File: src/rtl/data_mem_pkg.sv
// data_mem_pkg: access-size and FSM types plus size/alignment helpers shared by the data memory controller.
package data_mem_pkg;
    typedef enum logic [1:0] {SZ_B, SZ_H, SZ_W, SZ_D} size_e;
    typedef enum logic {INIT, RUN} state_e;
    function automatic int size_bytes(input logic [1:0] size);
        return 1 << size;
    endfunction
    // Also flags accesses wider than a word so a 32-bit build rejects doubles.
    function automatic logic is_misaligned(input logic [1:0] size, input int offset, input int bytes);
        return (size_bytes(size) > bytes) || (offset % size_bytes(size) != 0);
    endfunction
endpackage

File: src/rtl/data_mem_lane_fmt.sv
// data_mem_lane_fmt: byte-lane steering for stores and field extraction with sign/zero extension for loads.
module data_mem_lane_fmt
    import data_mem_pkg::*;
#(
    parameter int DATA_W = 64,
    parameter int BYTES  = DATA_W / 8,
    parameter int OFF_W  = $clog2(BYTES)
) (
    input  logic [1:0]        size,
    input  logic              is_unsigned,
    input  logic [OFF_W-1:0]  offset,
    input  logic [DATA_W-1:0] wdata,
    input  logic [DATA_W-1:0] rword,
    output logic [BYTES-1:0]  be,
    output logic [DATA_W-1:0] wdata_sh,
    output logic [DATA_W-1:0] rdata_ext
);
    logic [DATA_W-1:0] field, mask;
    logic sign;
    // A shift by the full width yields 0, so "minus one" gives an all-ones mask for full-word sizes.
    always_comb begin
        be = ((BYTES'(1) << size_bytes(size)) - BYTES'(1)) << offset;
        wdata_sh = wdata << {offset, 3'b000};
        field = rword >> {offset, 3'b000};
        mask = (DATA_W'(1) << (8 * size_bytes(size))) - DATA_W'(1);
        sign = !is_unsigned && |(field & (DATA_W'(1) << (8 * size_bytes(size) - 1)));
        rdata_ext = (field & mask) | (sign ? ~mask : '0);
    end
endmodule

File: src/rtl/data_memory_ctrl.sv
// data_memory_ctrl: MEM-stage data memory with a clear sweep after reset, a valid/ready request channel
// and a registered, back-pressurable response carrying extended load data or an alignment error.
module data_memory_ctrl
    import data_mem_pkg::*;
#(
    parameter int DATA_W = 64,
    parameter int DEPTH  = 64,
    parameter int BYTES  = DATA_W / 8,
    parameter int ADDR_W = $clog2(DEPTH * BYTES)
) (
    input  logic              clk,
    input  logic              rst_n,
    input  logic              req_valid,
    output logic              req_ready,
    input  logic              req_write,
    input  logic [1:0]        req_size,
    input  logic              req_unsigned,
    input  logic [ADDR_W-1:0] req_addr,
    input  logic [DATA_W-1:0] req_wdata,
    output logic              rsp_valid,
    input  logic              rsp_ready,
    output logic [DATA_W-1:0] rsp_rdata,
    output logic              rsp_err,
    output logic              init_done
);
    localparam int OFF_W = $clog2(BYTES);
    localparam int IDX_W = $clog2(DEPTH);

    state_e state_q, state_d;
    logic [IDX_W-1:0] cnt_q, cnt_d, idx, wr_idx;
    logic rsp_valid_q, rsp_valid_d, rsp_err_q, rsp_err_d;
    logic [DATA_W-1:0] rsp_rdata_q, rsp_rdata_d;
    logic [DATA_W-1:0] mem_q [DEPTH];
    logic [OFF_W-1:0] offset;
    logic [BYTES-1:0] be, wr_be;
    logic [DATA_W-1:0] wdata_sh, rdata_ext, wr_data;
    logic accept, err, wr_en;

    assign idx    = req_addr[ADDR_W-1:OFF_W];
    assign offset = req_addr[OFF_W-1:0];
    assign err    = is_misaligned(req_size, int'(offset), BYTES);
    assign accept = req_valid && req_ready;

    data_mem_lane_fmt #(.DATA_W(DATA_W), .BYTES(BYTES)) u_fmt (
        .size        (req_size),
        .is_unsigned (req_unsigned),
        .offset      (offset),
        .wdata       (req_wdata),
        .rword       (mem_q[idx]),
        .be          (be),
        .wdata_sh    (wdata_sh),
        .rdata_ext   (rdata_ext)
    );

    always_ff @(posedge clk or negedge rst_n) begin
        if (!rst_n) begin
            state_q <= INIT;
            cnt_q <= '0;
        end else begin
            state_q <= state_d;
            cnt_q <= cnt_d;
        end
    end

    always_comb begin
        state_d = (state_q == INIT && cnt_q == IDX_W'(DEPTH - 1)) ? RUN : state_q;
        cnt_d = state_q == INIT ? cnt_q + 1'b1 : cnt_q;
    end

    always_comb begin
        init_done = state_q == RUN;
        req_ready = state_q == RUN && (!rsp_valid_q || rsp_ready);
    end

    // The clear sweep owns the write port until RUN; errored stores never reach the array.
    always_comb begin
        wr_en = state_q == INIT || (accept && req_write && !err);
        wr_idx = state_q == INIT ? cnt_q : idx;
        wr_be = state_q == INIT ? '1 : be;
        wr_data = state_q == INIT ? '0 : wdata_sh;
    end

    always_ff @(posedge clk) begin
        if (wr_en)
            for (int b = 0; b < BYTES; b++)
                if (wr_be[b]) mem_q[wr_idx][b*8 +: 8] <= wr_data[b*8 +: 8];
    end

    always_comb begin
        rsp_valid_d = accept || (rsp_valid_q && !rsp_ready);
        rsp_err_d = accept ? err : rsp_err_q;
        rsp_rdata_d = accept ? ((err || req_write) ? '0 : rdata_ext) : rsp_rdata_q;
    end

    always_ff @(posedge clk or negedge rst_n) begin
        if (!rst_n) begin
            rsp_valid_q <= 1'b0;
            rsp_err_q <= 1'b0;
            rsp_rdata_q <= '0;
        end else begin
            rsp_valid_q <= rsp_valid_d;
            rsp_err_q <= rsp_err_d;
            rsp_rdata_q <= rsp_rdata_d;
        end
    end

    assign rsp_valid = rsp_valid_q;
    assign rsp_err   = rsp_err_q;
    assign rsp_rdata = rsp_rdata_q;
endmodule

File: config.mk
export PLATFORM = sky130hd
export DESIGN_NAME = data_memory_ctrl
export DESIGN_NICKNAME = d
export VERILOG_FILES = /design/src/rtl/data_mem_pkg.sv /design/src/rtl/data_mem_lane_fmt.sv /design/src/rtl/data_memory_ctrl.sv
export SDC_FILE = /design/constraint.sdc
export NUM_CORES = 2
export LEC_CHECK = 0
export ABC_AREA = 0
export BUFFER_PORTS_ARGS = -buffer_cell sky130_fd_sc_hd__buf_2
export CORE_ASPECT_RATIO = 1.25
export CORE_MARGIN = 2
export CORE_UTILIZATION = 45
export DETAILED_ROUTE_END_ITERATION = 8
export SLEW_MARGIN = 20
export SYNTH_ARGS = -nofsm -noshare
export SYNTH_HDL_FRONTEND = slang
export SYNTH_SLANG_ARGS = --single-unit
File: constraint.sdc
create_clock -name clk -period 7.44 [get_ports clk]
set_clock_uncertainty 0.15 [all_clocks]
set_input_delay 1.116 -clock clk [delete_from_list [all_inputs] [get_ports clk]]
set_output_delay 1.116 -clock clk [all_outputs]
set_load 0.03 [all_outputs]
=== Word-level counts from Yosys, hierarchy flattened ===
Memories as Yosys holds them, arrays and structs flattened.
Index checks and enable logic that the tools add are counted.

* Bits in registers: 73
* Memories: 1
* RAM bits: 4096
* Word-level logic and storage cells: 72
* Output and inout port bits: 68
* Bits of input ports: 81

{| class="wikitable"
|+ Memories
! name !! depth !! width !! rd ports !! clocked after memory_dff !! write ports !! line !! RTL
|-
| mem_q || 64 || 64 || 1 || 0 || 1 || data_memory_ctrl.sv:33 || <nowiki>logic [DATA_W-1:0] mem_q [DEPTH];</nowiki>
|}

* $add $sub $neg: 4
* $lt $le $gt $ge: 1
* Multiplexer cells: 29
* Reduce and logical (&&, ||, !) cells: 18
* Divide/modulo/power cells: 1
* Equal/unequal tests: 1
* Shifts and indexed selects: 7
* Bitwise gates (word level): 5

{| class="wikitable"
|+ Operator list
! cell !! number
|-
| $mux 64 || 3
|-
| $and 64x64->64 || 2
|-
| $shl 1x32->64 const A || 2
|-
| $not 64->64 || 1
|-
| $or 64x64->64 || 1
|-
| $reduce_or 64->1 || 1
|-
| $shl 64x6->64 || 1
|-
| $shr 64x6->64 || 1
|-
| $sub 64x2->64 const B || 1
|-
| $gt 32x5->1 const B || 1
|-
| $mod 4x32->32 || 1
|-
| $reduce_bool 32->1 || 1
|-
| $shl 1x2->32 const A || 1
|-
| $shl 1x32->8 const A || 1
|-
| $sub 32x2->32 const B || 1
|-
| $mux 1 || 24
|-
| $mux 8 || 1
|-
| $shl 8x3->8 || 1
|-
| $sub 8x2->8 const B || 1
|-
| $logic_and 1x1->1 || 7
|-
| $add 6x1->6 const B || 1
|-
| $eq 6x6->1 const B || 1
|-
| $mux 6 || 1
|-
| $logic_or 1x1->1 || 5
|-
| 2 further kinds || 5
|}

=== Longest topological paths before layout ===
* Depth after elaboration: 9
* Gate-level depth with buffers: 331
* Mapped depth without buffers: 304

=== Hierarchy ===
Synthesis repeated with hierarchy kept, for this count alone.

* Cell total of the unflattened synthesis: 10210
* Area total of the unflattened synthesis: 183477.2 um^2

{| class="wikitable"
|+ By module, submodules not included
! module !! seq. area each (um^2) !! area an instance (um^2) !! cells an instance !! times used
|-
| data_memory_ctrl || 124824.7 || 179101.8 || 9582 || 1
|-
| data_mem_lane_fmt || 0.0 || 4375.4 || 628 || 1
|}

=== Worst setup path before layout ===
Ideal clock, no wire load.

* Path kind: input -> register
* From: input req_size[0]
* To: memory mem_q[10][32] (enable)
* Setup time: 0.370 ns
* Required time: 6.920 ns
* Slack: -61.166 ns
* Arrival time: 68.085 ns
* Cell stages on the path: 317
* Buffers on the path: 21
* Path through: buf_2 -> buf_1 -> nor2_1 -> inv_2 -> clkbuf_1 -> clkbuf_1 -> clkbuf_1 -> clkbuf_1 -> ha_1 -> and4bb_1 -> ha_1 -> o21a_1 -> a2111o_1 -> nand2_1 -> ha_1 -> a21oi_2 -> a21boi_1 -> nor2_1 -> [281 not listed] -> clkbuf_1 -> a21oi_1 -> ha_1 -> nor2b_1 -> o21ai_0 -> nand2b_1 -> a21oi_1 -> inv_1 -> a211oi_2 -> nand4_1 -> nor4_2 -> and3_1 -> o2bb2ai_1 -> nand3_1 -> a2111oi_4 -> a31oi_2 -> clkbuf_1 -> nor2_1

* Longest elaborated chain between the ends: 9
* Elaborated cells between the ends (all ways): 15
* Those cells by class: add/sub (1); div (1); order compare (1); shift (3); mux (4); reduce/logical (5)

{| class="wikitable"
|+ Ends and longest elaborated chain
! what !! line !! RTL
|-
| start: declaration || data_memory_ctrl.sv:16 || <nowiki>input logic [1:0] req_size,</nowiki>
|-
| $shl 1x2->32 * || - ||
|-
| $mod 4x32->32 || data_mem_pkg.sv:10 || <nowiki>return (size_bytes(size) > bytes) || (offset % size_bytes(size) != 0);</nowiki>
|-
| $reduce_bool 32->1 || data_mem_pkg.sv:10 ||
|-
| $logic_or 1x1->1 || data_mem_pkg.sv:10 ||
|-
| $logic_not 1->1 || data_memory_ctrl.sv:77 || <nowiki>wr_en = state_q == INIT || (accept && req_write && !err);</nowiki>
|-
| $logic_and 1x1->1 || data_memory_ctrl.sv:77 ||
|-
| $logic_or 1x1->1 || data_memory_ctrl.sv:77 ||
|-
| $mux 1 * || data_memory_ctrl.sv:84 || <nowiki>if (wr_en)</nowiki>
|-
| $mux 1 (implied by the code) * || data_memory_ctrl.sv:86 || <nowiki>if (wr_be[b]) mem_q[wr_idx][b*8 +: 8] <= wr_data[b*8 +: 8];</nowiki>
|-
| end: declaration || data_memory_ctrl.sv:33 ||
|}

Mark *: on every way between the ends. The rest lies on a longest branch, timed or not.

=== Worst setup path after layout ===
* From: input req_size[1]
* To: memory mem_q[35][40] (enable)

The elaborated chain is that of the path after synthesis.

==> load_flow_metrics.sql <==
INSERT INTO impl_metrics (metric_group, metric, value, unit) VALUES
('floorplanning', 'floorplan.die.height', '716', 'µm'),
('drt', 'routed_via_density', '6.06', ''),
('placement', 'detailedPlace.worstSlack', '-50.26', 'ns'),
('run_status', 'failed_checks', 'setup timing', ''),
('global_route', 'via_count_of_the_first_global_routing_pass', '114000', ''),
('worst_hold_path', 'hp-start', 'rsp_ready', ''),
('timing', 'setup_slack', '-47.71', 'ns'),
('logic_synthesis', 'mappedNetlistArea', '0.183', 'mm²'),
('drt', 'dr.first_iter.drc_count', '13900', ''),
('worst_setup_path', 'reg2reg_from', 'mem_q[33][23]', ''),
('layout', 'num-nets-final', '13200', ''),
('worst_setup_path', 'worst_path_most_repeated_cell', 'sky130_fd_sc_hd__buf_4', ''),
('timing', 'period_needed', '55.15', 'ns'),
('timing', 'totalNegativeSetupSlack', '-197922.00', 'ns'),
('drt', 'ant_nets', '0', ''),
('drt', 'firstDrtPassIters', '8', ''),
('placement', 'gp_congestion', '0.962', ''),
('timing', 'setup_violations', '4161', ''),
('worst_setup_path', 'r2r-end', 'rsp_rdata[37]', ''),
('run', 'drv.max_cap_violation_count', '0', ''),
('clock_network', 'cts.sinks', '4169', ''),
('worst_hold_path', 'whs_endpoint', 'rsp_valid', ''),
('timing', 'final.period_utilization', '741', '%'),
('logic_synthesis', 'synth.most_common_cell', 'sky130_fd_sc_hd__edfxtp_1', ''),
('placement', 'place.port_buffers', '148', ''),
('worst_setup_path', 'required', '7.92', 'ns'),
('timing', 'final_hold_viol_count', '0', ''),
('floorplanning', 'core_area', '0.404', 'mm²'),
('clock_network', 'clock_tree.htree_level_count', '5', ''),
('worst_setup_path', 'critical_path.slowest_cell', 'sky130_fd_sc_hd__or4_1', ''),
('worst_setup_path', 'critPathMaxStageDelay', '0.61', 'ns'),
('logic_synthesis', 'postSynthCellCount', '10100', ''),
('global_route', 'largest_net_degree_at_the_start_of_global_routing', '76', ''),
('logic_synthesis', 'synth_flop_cell', 'sky130_fd_sc_hd__edfxtp_1', ''),
('timing', 'clock.fmax', '0.0181', 'GHz'),
('drt', 'avgRoutedWirePerCell', '31.9', 'µm'),
('floorplanning', 'die_width', '574', 'µm'),
('clock_network', 'clkTransAtPathRegs', '0.06', 'ns'),
('global_route', 'grt_first_pass_wirelength', '834000', 'µm'),
('floorplanning', 'io_pins', '149', ''),
('global_route', 'gr-usage-all-layers', '28.4', '%'),
('logic_synthesis', 'synth_top_area_cell', 'sky130_fd_sc_hd__edfxtp_1', ''),
('run_status', 'status', 'finished with violations', ''),
('floorplanning', 'start_util', '45.2', '%'),
('clock_network', 'tritoncts', 'yes', ''),
('worst_setup_path', 'worst_setup_path_end_kind', 'register', ''),
('timing', 'rsz0062_at_grt', 'true', ''),
('placement', 'place_hpwl', '412000', 'µm'),
('logic_synthesis', 'leading_post_synthesis_cells_by_instance_count', '4,096 x sky130_fd_sc_hd__edfxtp_1, 1,369 x sky130_fd_sc_hd__mux4_2, 918 x sky130_fd_sc_hd__nor2_1', ''),
('logic_synthesis', 'yosysUniqueCellTypes', '150', ''),
('global_route', 'grt_overflow', '0', ''),
('placement', 'postPlaceCellArea', '0.210', 'mm²'),
('logic_synthesis', 'synth_edf_count', '4096', ''),
('worst_setup_path', 'worst-setup-path-type', 'primary input to register', ''),
('clock_network', 'clockRootBuffer', 'sky130_fd_sc_hd__clkbuf_16', ''),
('floorplanning', 'dieArea', '0.411', 'mm²'),
('worst_setup_path', 'start_kind', 'primary input', ''),
('worst_hold_path', 'min-delay-path-class', 'primary input to register', ''),
('logic_synthesis', 'synth-seq-cells', '4169', ''),
('worst_setup_path', 'cp.arrival', '55.62', 'ns'),
('clock_network', 'cts.path.max_buffers', '4', ''),
('logic_synthesis', 'yosysWarningCount', '0', ''),
('drt', 'drt_drc_violations_left', '0', ''),
('timing', 'max-slew-margin-rel', '13.8', '%'),
('worst_hold_path', 'worst_hold_stages', '3', ''),
('global_route', 'antenna_found_initial', '36', ''),
('logic_synthesis', 'synth_seq_area_share', '68.4', '%'),
('worst_setup_path', 'path_max_fanout', '8', ''),
('worst_setup_path', 'worst_r2r_path_depth', '14', ''),
('drt', 'finalWirelength', '599000', 'µm'),
('logic_synthesis', 'syn-mean-instance-area', '18.1', 'µm²');
worst max-delay path: cells and delay by family:
family | cells | cell delay [ns]
AND/OR/NAND/NOR | 108 | 19.47
AO/OA/AOI/OAI | 96 | 16.76
buffers and inverters | 69 | 8.39
adder cells (fa/ha/maj) | 27 | 7.01
multiplexers | 9 | 2.66
XOR/XNOR | 1 | 0.19
registers in the layout (all words and copies together) (netlist names):
signal / cells
cnt_q: 6
rsp_err: 1
init_done: 1
rsp_rdata: 64
mem_q: 4096
rsp_valid: 1
how the worst max path moves through the flow:
stage	from	endpoint	slack [ns]	cells past startpoint
3_3_place_gp	req_size[1]	mem_q[29][56]	-48.63	296
2_1_floorplan	req_size[0]	mem_q[10][40]	-53.74	315
6_report	req_size[1]	mem_q[35][40]	-47.71	310
5_1_grt	req_size[1]	mem_q[27][20]	-50.55	309
3_5_place_dp	req_size[1]	mem_q[29][56]	-50.26	290
4_1_cts	req_size[0]	mem_q[62][16]	-47.01	303
cells by family after synthesis:
| logic type | Yosys count | synth area share, % |
|---|---|---|
| AO/OA/AOI/OAI | 1284 | 5.07 |
| XOR/XNOR | 186 | 0.896 |
| adder cells (fa/ha/maj) | 114 | 0.781 |
| buffers and inverters | 577 | 1.27 |
| flip-flops | 4169 | 68.4 |
| multiplexers | 1504 | 17.7 |
| other | 2 | 0.00411 |
| AND/OR/NAND/NOR | 2254 | 5.95 |
routing by layer:
metal,track usage (%),vias up,routed length [µm]
met5,0,-,103
met4,14.4,12,35200
met3,5.02,1078,52400
met2,47.6,5576,297000
met1,35.6,59400,214000
li1,-,47600,-
metrics by stage:
| stage | util [%] | hold slack [ns] | cells |
|---|---|---|---|
| finish | 56.4 | 0.335 | 18700 |
| global route | 56.4 | 0.334 | 18700 |
| CTS | 55.7 | 0.278 | 18600 |
| detailed placement | 51.9 | 0.324 | 17700 |
| global placement | 51.9 | 0.322 | 17700 |
| floorplan | - | 0.326 | 10100 |
what timing repair did:
action | 4_1_cts | 5_1_grt
setup buffers | 245 | 76
hold endpoints to repair | 7 | 0
pin swaps | 221 | 173
gates resized for setup | 199 | 273
cloned | 7 | 29
hold buffers | 1 | 0
setup endpoints to repair | 4161 | 4161
layout make-up:
class | instances | area, µm²
Timing Repair Buffer | 3047 | 24700
Multi-Input combinational cell | 5359 | 58600
Clock inverter | 249 | 2910
Inverter | 68 | 272
Tap cell | 5391 | 6750
Fill cell | 30700 | 176000
Antenna cell | 38 | 95.1
Sequential cell | 4169 | 125000
Clock buffer | 426 | 9680
placed cells by master, fill, tap and decap left out, drive strengths merged, types with 63 or more instances in the layout:
cell    count
edfxtp   4096
buf      3026
mux4     1369
nor2      921
nand2     504
clkbuf    446
o21ai     270
a21oi     242
nor3      162
clkinv    150
nand3     125
xnor2     123
ha        110
mux2i     101
o21a       88
a31oi      83
and2       82
inv        81
dfrtp      73
and3       69
xor2       63
Power is not shown: default switching activity piles up to over one toggle a cycle in this logic, so the estimate is an artifact.
